[config.mk]
export PLATFORM = sky130hd
export DESIGN_NAME = digit_serial_subtractor
export DESIGN_NICKNAME = d
export VERILOG_FILES = /design/src/rtl/digit_serial_subtractor.sv
export SDC_FILE = /design/constraint.sdc
export NUM_CORES = 1
export LEC_CHECK = 0
export BUFFER_PORTS_ARGS = -buffer_cell sky130_fd_sc_hd__buf_2
export CAP_MARGIN = 20
export CORE_ASPECT_RATIO = 1.1
export CORE_MARGIN = 2
export CORE_UTILIZATION = 45
export CTS_BUF_LIST = sky130_fd_sc_hd__clkbuf_4
export CTS_CLUSTER_DIAMETER = 200
export DETAILED_ROUTE_END_ITERATION = 6
export GPL_ROUTABILITY_DRIVEN = 0
export GPL_TIMING_DRIVEN = 0
export PLACE_DENSITY = 0.68
export SYNTH_ARGS = -nofsm -noshare
export SYNTH_HDL_FRONTEND = slang
export SYNTH_SLANG_ARGS = --single-unit
export TNS_END_PERCENT = 100
[constraint.sdc]
create_clock -name clk -period 2.8 [get_ports clk]
set_input_delay 0.14 -clock clk [delete_from_list [all_inputs] [get_ports clk]]
set_output_delay 0.14 -clock clk [all_outputs]
set_load 0.01 [all_outputs]
[src/rtl/digit_serial_subtractor.sv]
// Digit-serial subtractor: diff = a - b - Bin, one 2-bit digit per clock, LSB first.
// Start/done handshake with a registered borrow chain between digits.
module digit_serial_subtractor #(
    parameter int WIDTH = 8
) (
    input  logic             clk,
    input  logic             rst_n,
    input  logic             start,
    input  logic [WIDTH-1:0] a,
    input  logic [WIDTH-1:0] b,
    input  logic             Bin,
    output logic             busy,
    output logic             done,
    output logic [WIDTH-1:0] diff,
    output logic             Bout,
    output logic             zero
);

    localparam int D  = WIDTH / 2;
    localparam int CW = (D > 1) ? $clog2(D) : 1;

    typedef enum logic [1:0] {
        IDLE,
        RUN,
        DONE
    } state_t;

    state_t           state_q, state_d;
    logic [WIDTH-1:0] a_q, a_d;
    logic [WIDTH-1:0] b_q, b_d;
    logic             br_q, br_d;
    logic [CW-1:0]    cnt_q, cnt_d;
    logic [WIDTH-1:0] diff_q, diff_d;
    logic             bout_q, bout_d;
    logic             zero_q, zero_d;
    logic [2:0]       sub;

    // Operands shift right each digit so the active digit is always bits [1:0].
    always_comb begin
        state_d = state_q;
        a_d     = a_q;
        b_d     = b_q;
        br_d    = br_q;
        cnt_d   = cnt_q;
        diff_d  = diff_q;
        bout_d  = bout_q;
        zero_d  = zero_q;
        sub     = {1'b0, a_q[1:0]} - {1'b0, b_q[1:0]} - {2'b00, br_q};

        unique case (state_q)
            IDLE, DONE: begin
                if (start) begin
                    a_d     = a;
                    b_d     = b;
                    br_d    = Bin;
                    cnt_d   = '0;
                    state_d = RUN;
                end else begin
                    state_d = IDLE;
                end
            end
            RUN: begin
                a_d   = a_q >> 2;
                b_d   = b_q >> 2;
                br_d  = sub[2];
                cnt_d = cnt_q + 1'b1;
                for (int i = 0; i < D; i++) begin
                    if (cnt_q == CW'(i)) begin
                        diff_d[2*i +: 2] = sub[1:0];
                    end
                end
                if (cnt_q == CW'(D - 1)) begin
                    bout_d  = sub[2];
                    zero_d  = (diff_d == '0);
                    state_d = DONE;
                end
            end
            default: state_d = IDLE;
        endcase
    end

    always_ff @(posedge clk or negedge rst_n) begin
        if (!rst_n) begin
            state_q <= IDLE;
            a_q     <= '0;
            b_q     <= '0;
            br_q    <= 1'b0;
            cnt_q   <= '0;
            diff_q  <= '0;
            bout_q  <= 1'b0;
            zero_q  <= 1'b0;
        end else begin
            state_q <= state_d;
            a_q     <= a_d;
            b_q     <= b_d;
            br_q    <= br_d;
            cnt_q   <= cnt_d;
            diff_q  <= diff_d;
            bout_q  <= bout_d;
            zero_q  <= zero_d;
        end
    end

    assign busy = (state_q == RUN);
    assign done = (state_q == DONE);
    assign diff = diff_q;
    assign Bout = bout_q;
    assign zero = zero_q;

endmodule

### After elaboration in Yosys (flattened, before gate mapping)

Index checks and enable logic that the tools add are counted.

* add/subtract/negate cells: 3
* equal/unequal tests: 7
* muxes and demuxes: 19
* reduce and logical (&&, ||, !) cells: 7

Operators by type and width (count)
* one-hot mux 8 bit (2 select lines): 2
* 2-to-1 mux 2 bit: 10
* 2-to-1 mux 8 bit: 2
* zero test 8 bit: 1
* one-hot mux 2 bit (2 select lines): 2
* == test 2 bit, second input constant: 3
* == test 2 x 1 -> 1 bit, second input constant: 2
* zero test 2 bit: 2
* AND reduction 2 bit: 2
* subtractor 2 x 2 -> 3 bit: 1
* subtractor 3 x 1 -> 3 bit: 1
* adder 2 x 1 -> 2 bit, second input constant: 1
* 2-to-1 mux 1 bit: 2
* != test 2 x 1 -> 1 bit, second input constant: 1
* != test 2 bit, second input constant: 1
* one-hot mux 1 bit (2 select lines): 1
* nonzero test 2 bit: 1
* OR reduction 2 bit: 1

* bits in registers: 31
* word-level logic and storage cells: 44

### Depth between registers and ports, before layout

Gate-level depths: netlist (run 1).

* depth after elaboration: 5
* depth in mapped cells: 9
* gate-level depth less buffers: 9

### Worst setup path after synthesis (run 1)

OpenSTA, ideal clock, no wires.

* kind: register to register
* from: register a_q[0]
* to: register zero_q (netlist: zero)
* data arrival time: 2355 ps
* data required time: 2705 ps
* setup slack: 349 ps
* stages on the path, launching flop included: 9
* path buffers: 0
* clock period less this slack: 2451 ps
* cells stage by stage: dfrtp_1 -> fa_1 -> inv_1 -> ha_1 -> or2_2 -> fa_1 -> mux2i_1 -> o221ai_1 -> o31ai_1

* word-level cells in the longest chain between the ends: 5

RTL lines
* from (decl): line 29 `logic [WIDTH-1:0] a_q, a_d;`
* from (signal assigned): line 85 `a_q <= '0;`
* from (signal assigned): line 94 `a_q <= a_d;`
* subtractor 2 x 2 -> 3 bit (*): line 48 `sub = {1'b0, a_q[1:0]} - {1'b0, b_q[1:0]} - {2'b00, br_q};`
* subtractor 3 x 1 -> 3 bit (*): line 48
* 2-to-1 mux 2 bit: line 68 `if (cnt_q == CW'(i)) begin`
* 2-to-1 mux 2 bit: line 50 `unique case (state_q)`
* zero test 8 bit (*): line 74 `zero_d = (diff_d == '0);`
* to (signal assigned): line 100 `zero_q <= zero_d;`
* to (decl): line 35 `logic zero_q, zero_d;`

Mark *: on every way between the ends. The rest lies on a longest branch, timed or not. The select of a mux whose other input is x is not followed.
A chain may end at the register's enable or synchronous reset.

### Worst setup path after layout (run 1)

Same ends and word-level chain as after synthesis.

==> results.cfg, run 1 <==
[floorplan]
start_util = 0.476
die_w_um = 58.4
num_rows = 21
ios = 32
die_area_mm2 = 0.00373
core_mm2 = 0.00307
die_y_um = 63.8

[clocking]
cts_tree = yes
path_clk_slew_ns = 0.10
clock-sinks = 31
cts_root_buffer = clkbuf_4
cts_buffers = 5
clk_latency_ns = 0.32
htree_levels = 2
cts_buffer_depth = 2

[power]
pwr-share-clk = 0.106
combPwrFrac = 0.537
irDropWorstVdd_v = 0.000850
power_frac_seq = 0.357
swShare = 0.425
p_sw_uw = 976
cellPowerDensity_mw_per_mm2 = 1330
leakage_uw = 0.000873
p_int_uw = 1320

[critical_path]
crit_fanout = 6
max_stage_delay_ns = 0.56
cp-end-kind = register
cp.required_ns = 3.03
arrival_ns = 2.83
critPathKind = register to register
slowest_stage = fa_1
r2r-start = a_q[0]$_DFFE_PN0P_
crit_start = a_q[0]$_DFFE_PN0P_
cp_cell_sequence = fa_1, inv_1, ha_1, or2_2, fa_2, mux2i_1, o221ai_1, o31ai_1
startpoint_type = register

[timing]
max_freq_mhz = 385
period_needed_ns = 2.60
relSlewSlack = 0.554
hold_viol = 0
fin_setup_tns_ns = 0
hold_slack_ns = 0.0400
finalClockSkew_ns = 0.00843
rsz0062_at_grt = false
fin_crit_sh = 0.928
setup_viol = 0
report.final.slew_viol_count = 0
tightest_slew_ns = 0.669

[grt]
grt_pass1_wl_um = 4970
antenna_found_initial = 0
grt_pass1_vias = 1162
grt_max_degree = 32
grtUsageTotal = 0.177
grt_overflow_total = 0

[yosys]
synthFlopType = dfrtp_1
yosys.area_share.simple = 0.151
yosys.area_share.adder = 0.0786
syn_area_per_cell_um2 = 10.2
yosysTopAreaCell = dfrtp_1
synth_warnings = 0
synthArstFlopShare = 1.00
synth_area_mm2 = 0.00146
synthTopCellsByArea = dfrtp_1 (53%), nand2_1 (7.4%), a31oi_1 (6.0%), ha_1 (5.1%), nor2_1 (3.8%)
yosys.area.top_type_share = 0.530
synthXorXnorAreaFrac = 0.00598
seq_area_frac_synth = 0.530
syn-instance-count = 144
synth-edff-count = 0
syn_nets = 172
synth_top_family_by_area = simple AND/OR/NAND/NOR gates
synthMuxAreaShare = 0.0470
ys_ff_latch = 31
ys_types = 30
synth_compound_area_frac = 0.134

[final_layout]
final_cells = 218
layout-drive-gt1-share = 0.277
area_growth_pct = 17.9
finalNetCount = 211
n_antenna_cell = 0
stdcell_area_mm2 = 0.00173

[detailed_routing]
drtAntennaViolNets = 0
routed_wl_um = 2960
wire_per_inst_um = 13.6
viasPerCell = 5.33
drc_errors = 0
vias = 1162
dr.pass1.iters = 4
drt-initial-drc-count = 56

[placement]
placedCellCount = 209
place_area_mm2 = 0.00166
portBuffers = 31
place.detailed.hpwl_um = 2220

[hold_path]
hold_path_class = input port to register
hold_start = a[6]

[status]
status = completed

[flow_run]
maxCapViolCount = 0
[area by class of cell]
type / instances / area (µm²)
plain buffers: 7 / 43.8
clock buffers: 6 / 45.0
clock inverters: 2 / 7.51
fillers: 286 / 1350
inverters: 9 / 33.8
multi-input cells: 97 / 613
flip-flops and latches: 31 / 776
well taps: 34 / 42.5
repair buffers: 32 / 165
[through the flow]
stage | total power [µW] | util | setup slack, ns
after detailed placement | 2070 | 0.540 | 0.125
after CTS | 2320 | 0.561 | 0.105
after floorplan | 1690 | - | 0.349
after global routing | 2510 | 0.562 | 0.0641
final | 2290 | 0.562 | 0.202
after global placement | 2000 | 0.540 | 0.186
[kinds of logic after synthesis]
group                      Yosys count
adders and majority gates            8
buffers and inverters               16
AOI/OAI and AO/OA                   29
DFF                                 31
and+or+nand+nor                     53
muxes                                6
xor gates and xnor gates             1
[routing by layer]
layer / vias up / track usage / share of wire
met5: - / 0 / 0
met4: 0 / 0.0785 / 0.014
met3: 6 / 0.0425 / 0.046
met2: 32 / 0.301 / 0.49
met1: 559 / 0.209 / 0.45
li1: 565 / - / -
[synth_stat cells (2+ instances only)]
| library cell | number |
|---|---|
| a31oi_1 | 14 |
| nor2b_1 | 2 |
| o21ai_0 | 4 |
| nor2_1 | 15 |
| a22o_1 | 5 |
| mux2_1 | 2 |
| nand2_1 | 29 |
| buf_2 | 5 |
| nand2b_1 | 2 |
| fa_1 | 2 |
| dfrtp_1 | 31 |
| mux2i_1 | 2 |
| inv_1 | 8 |
| ha_1 | 6 |
| a21oi_1 | 2 |
[worst paths after layout]
| path | endpoint | slack (ns) | cells after the start |
|---|---|---|---|
| max in group asynchronous | a_q[0]$_DFFE_PN0P_ | 1.98 | 2 |
| worst max-delay path | zero$_DFFE_PN0P_ | 0.20 | 8 |
| worst min-delay path | a_q[6]$_DFFE_PN0P_ | 0.04 | 2 |
| worst min register to register | zero$_DFFE_PN0P_ | 0.49 | 2 |
| worst max register to register | zero$_DFFE_PN0P_ | 0.20 | 8 |
| min in group asynchronous | b_q[3]$_DFFE_PN0P_ | 0.39 | 2 |
[power groups by stage]
stage / Combinational (µW) / Sequential [µW] / Clock [µW]
2_1_floorplan: 864 / 830 / 0
3_3_place_gp: 1190 / 810 / 0
3_5_place_dp: 1240 / 828 / 0
4_1_cts: 1250 / 820 / 254
5_1_grt: 1390 / 851 / 277
6_report: 1230 / 819 / 244
[cell usage in the layout, fill, tap and decap left out, types with 2 or more instances in the layout]
cell type  netlist  final
dfrtp_1         31     31
nand2_1         29     29
mux2i_1          2      2
ha_1             6      6
buf_2            5     36
a31oi_1         14     14
mux2_1           2      2
nor2b_1          2      2
nand2b_1         2      2
inv_1            8      8
a22o_1           5      5
clkinv_1         0      2
clkbuf_4         0      6
a21oi_1          2      2
nor2_1          15     15
o21ai_0          4      4
[what timing repair did]
item	4_1_cts	5_1_grt
resized for setup	0	1
endpoints found under the hold margin	31	0
endpoints found under the setup margin	0	1
hold buffers	1	0
setup buffers	0	0
[state kept, by name, indices dropped and copies added (netlist names)]
signal	count
Bout	1
br_q	1
zero	1
diff	8
a_q	8
b_q	8
state_q	2
cnt_q	2
[critical path, delay by kind of cell, from the launching register on]
kind                       cells  cell delay (ns)
AOI/OAI and AO/OA              2             0.39
adders and majority gates      3             1.21
buffers and inverters          1             0.05
DFF                            1             0.41
muxes                          1             0.17
and+or+nand+nor                1             0.28
Note: power is estimated with default switching activity, not from simulation.
==> inputs of run 2 (changes only) <==
CELL_PAD_IN_SITES_DETAIL_PLACEMENT = 0   (was not set)
CELL_PAD_IN_SITES_GLOBAL_PLACEMENT = 2   (was not set)
CORE_UTILIZATION = 34   (was 45)
PLACE_DENSITY = not set   (was 0.68)
PLACE_DENSITY_LB_ADDON = 0.1   (was not set)
==> results.cfg, run 2 (synthesis gave the netlist of run 1 again) <==
[status]
status = completed

[final_layout]
fin_util = 0.413
layout-drive-gt1-share = 0.279
area_growth_pct = 19.2
register_area_um2 = 776
layout_common_cells = buf_2 (36), dfrtp_1 (31), nand2_1 (29)
finalNetCount = 211
fill_cells = 431
final_common_cell = buf_2
n_antenna_cell = 0
multi_input_area_um2 = 613

[grt]
grt_pass1_wl_um = 5090
grtUsageTotal = 0.144
antenna_found_initial = 0
grt_pass1_vias = 1087
grt_overflow_total = 0
grt_max_degree = 32

[clocking]
clk_latency_ns = 0.33
cts_buffers = 5
cts_root_buffer = clkbuf_4
cts_buffer_depth = 2
clock-sinks = 31
cts_tree = yes
path_clk_slew_ns = 0.11
htree_levels = 2
postCtsSetupBuffers = 0

[floorplan]
ios = 32
die_area_mm2 = 0.00485
num_rows = 25
die_w_um = 66.6
start_util = 0.347
core_mm2 = 0.00422
die_y_um = 72.8

[timing]
finalClockSkew_ns = 0.0132
relSlewSlack = 0.524
fin_crit_sh = 0.935
rsz0062_at_grt = false
hold_slack_ns = 0.0274
fin_setup_tns_ns = 0
setup_viol = 0
report.final.slew_viol_count = 0
tightest_slew_ns = 0.714
max_freq_mhz = 382
hold_viol = 0
period_needed_ns = 2.62

[detailed_routing]
dr.pass1.iters = 4
wl_met3_um = 194
wl_met1_um = 1470
wire_per_inst_um = 13.3
highest_layer = met4
drc_errors = 0
drtAntennaViolNets = 0
route.met2.wl_um = 1440
vias = 1124
drt-initial-drc-count = 35
viasPerCell = 4.74
routed_wl_um = 3150

[hold_path]
hold_path_class = input port to register
hold_depth = 2

[critical_path]
arrival_ns = 2.85
rr_worst_depth = 8
cp-end-kind = register
critPathKind = register to register
crit_fanout = 6
startpoint_type = register
cp.required_ns = 3.04

[power]
cellPowerDensity_mw_per_mm2 = 1320
leakage_uw = 0.000871
irDropWorstVdd_v = 0.000440

[flow_run]
maxCapViolCount = 0

[placement]
place.detailed.hpwl_um = 2220
portBuffers = 31
-- run 2: worst paths after layout --
kind / from / endpoint / slack [ns]
setup / recovery: a_q[0]$_DFFE_PN0P_ / zero$_DFFE_PN0P_ / 0.18
hold / removal: a[6] / a_q[6]$_DFFE_PN0P_ / 0.03
setup reg to reg: a_q[0]$_DFFE_PN0P_ / zero$_DFFE_PN0P_ / 0.18
hold reg to reg: diff[6]$_DFFE_PN0P_ / diff[6]$_DFFE_PN0P_ / 0.48
max in group asynchronous: rst_n / zero$_DFFE_PN0P_ / 1.95
min in group asynchronous: rst_n / a_q[0]$_DFFE_PN0P_ / 0.39
-- run 2: area by class of cell --
class | count | area share
Sequential cell | 31 | 0.444
Tap cell | 54 | 0.0387
Inverter | 9 | 0.0194
Timing Repair Buffer | 32 | 0.0946
Clock inverter | 2 | 0.00502
Clock buffer | 5 | 0.0215
Buffer | 7 | 0.0251
Multi-Input combinational cell | 97 | 0.351
-- run 2: what timing repair did --
item,in CTS,in global routing
gates resized for setup,0,1
endpoints found under the setup margin,0,1
hold endpoints to repair,31,0
hold buffers,1,0
-- run 2: critical path, stage by stage, from the launching register on --
cell and delay, ns:
dfrtp_1 0.42, fa_1 0.57, inv_1 0.05, ha_1 0.17, or2_2 0.28, fa_2 0.48, mux2i_1 0.17, o221ai_1 0.15
o31ai_1 0.23
-- run 2: metal layers --
layer / vias to the layer above / GRT usage
li1: 563 / -
met1: 524 / 0.184
met2: 32 / 0.224
met3: 5 / 0.0417
met4: 0 / 0.0680
met5: - / 0
-- run 2: power by group --
group / internal, µW / leakage [µW] / total (µW) / switching (µW)
registers: 673 / 0.000374 / 809 / 136
clock network: 88.9 / 0.0000285 / 243 / 154
logic: 542 / 0.000469 / 1240 / 702
total: 1300 / 0.000871 / 2300 / 992
-- run 2: stage by stage --
step	instance area [µm²]	setup slack [ns]	power [µW]	cells
floorplan	1460	0.349	1690	144
global placement	1690	0.138	2050	229
detailed placement	1690	0.119	2080	229
CTS	1740	0.0809	2330	237
global route	1750	0.0193	2520	237
finish	1750	0.183	2300	237
==> inputs of run 3 (changes only) <==
clock period = 2.5 ns   (was 2.8 ns; I/O delays follow)
==> results.cfg, run 3 (synthesis gave the netlist of run 1 again) <==
[timing]
finalClockSkew_ns = 0.0119
rsz0062_at_grt = true
report.final.slew_viol_count = 0
period_needed_ns = 2.48
setup_viol = 0
fin_setup_tns_ns = 0
hold_viol = 0
hold_slack_ns = 0.0129
max_freq_mhz = 402
tightest_slew_ns = 0.716
fin_crit_sh = 0.994
relSlewSlack = 0.523

[critical_path]
crit_start = b_q[0]$_DFFE_PN0P_
arrival_ns = 2.72
r2r_end = zero$_DFFE_PN0P_
startpoint_type = register
rr_worst_depth = 9
endpoint = zero$_DFFE_PN0P_
rrSetupSlack_ns = 0.02
cp.required_ns = 2.74
r2r-start = b_q[0]$_DFFE_PN0P_
cp-end-kind = register
critPathKind = register to register
crit_fanout = 2

[final_layout]
multi_input_area_um2 = 618
final_cells = 240
layout-drive-gt1-share = 0.306
fin_util = 0.420
n_antenna_cell = 0
area_growth_pct = 21.1
register_area_um2 = 776
finalNetCount = 214
fill_cells = 433
layout_common_cells = buf_2 (36), dfrtp_1 (31), nand2_1 (29)
final_common_cell = buf_2

[clocking]
clk_latency_ns = 0.33
cts_tree = yes
path_clk_slew_ns = 0.10
cts_buffer_depth = 2
cts_buffers = 5
cts_root_buffer = clkbuf_4
clock-sinks = 31
htree_levels = 2

[grt]
grt_pass1_vias = 1098
antenna_found_initial = 0
grt_overflow_total = 0
grt_max_degree = 32
grtUsageTotal = 0.146
grt_pass1_wl_um = 5150

[power]
cellPowerDensity_mw_per_mm2 = 1520
leakage_uw = 0.000882
irDropWorstVdd_v = 0.000435
power_uw = 2690

[detailed_routing]
viasPerCell = 4.73
dr.pass1.iters = 4
drc_errors = 0
routed_wl_um = 3200
wire_per_inst_um = 13.3
vias = 1134
drt-initial-drc-count = 34
drtAntennaViolNets = 0

[hold_path]
hold_start = a[6]
hold_path_class = input port to register

[floorplan]
core_mm2 = 0.00422
die_y_um = 72.8
start_util = 0.347
num_rows = 25
die_w_um = 66.6
die_area_mm2 = 0.00485
ios = 32

[flow_run]
maxCapViolCount = 0

[status]
status = completed

[placement]
place.detailed.hpwl_um = 2220
placedCellCount = 229
portBuffers = 31
[run 3: cell types whose count changed in the layout (fill, tap and decap cells not counted), sizes merged]
| cell | previous run | this run |
|---|---|---|
| buf | 38 | 41 |
[run 3: final cells by class]
cell class                      instances  area share
Sequential cell                        31       0.438
Multi-Input combinational cell         97       0.349
Timing Repair Buffer                   35       0.106
Tap cell                               54      0.0381
Buffer                                  7      0.0247
Clock buffer                            5      0.0212
Inverter                                9      0.0191
Clock inverter                          2     0.00494
[run 3: stage by stage]
stage / instance area [µm²] / worst slack (ns)
final: 1770 / 0.0151
after global placement: 1690 / -0.162
after CTS: 1770 / -0.0624
after detailed placement: 1690 / -0.181
after floorplan: 1460 / 0.0493
after global routing: 1770 / -0.135
[run 3: worst min-delay path by stage]
stage                     endpoint  cells past startpoint
2_1_floorplan     Bout$_DFFE_PN0P_                      0
3_3_place_gp      Bout$_DFFE_PN0P_                      1
3_5_place_dp   diff[6]$_DFFE_PN0P_                      1
4_1_cts         a_q[6]$_DFFE_PN0P_                      2
5_1_grt         b_q[6]$_DFFE_PN0P_                      2
6_report        a_q[6]$_DFFE_PN0P_                      2
[run 3: metal layers]
| layer | GRT usage | part of all wire |
|---|---|---|
| met1 | 0.187 | 0.46 |
| met2 | 0.228 | 0.46 |
| met3 | 0.0417 | 0.058 |
| met4 | 0.0680 | 0.014 |
| met5 | 0 | 0 |
[run 3: what timing repair did]
action	CTS	global route
hold buffers	1	0
endpoints found under the setup margin	1	5
pin swaps	3	3
gates resized for setup	4	1
hold endpoints to repair	31	0
buffers inserted	2	1
[run 3: power by group]
group	switching (µW)	internal [µW]	leakage (µW)	total, µW
registers	153	754	0.000374	907
clock network	171	99.5	0.0000285	271
logic	828	687	0.000479	1520
[run 3: critical path: stages, from the launching register on]
cell	delay (ns)
dfrtp_1	0.38
inv_2	0.05
fa_1	0.55
inv_1	0.05
ha_2	0.16
or2_4	0.22
fa_2	0.43
mux2i_1	0.17
o221ai_1	0.15
o31ai_1	0.23
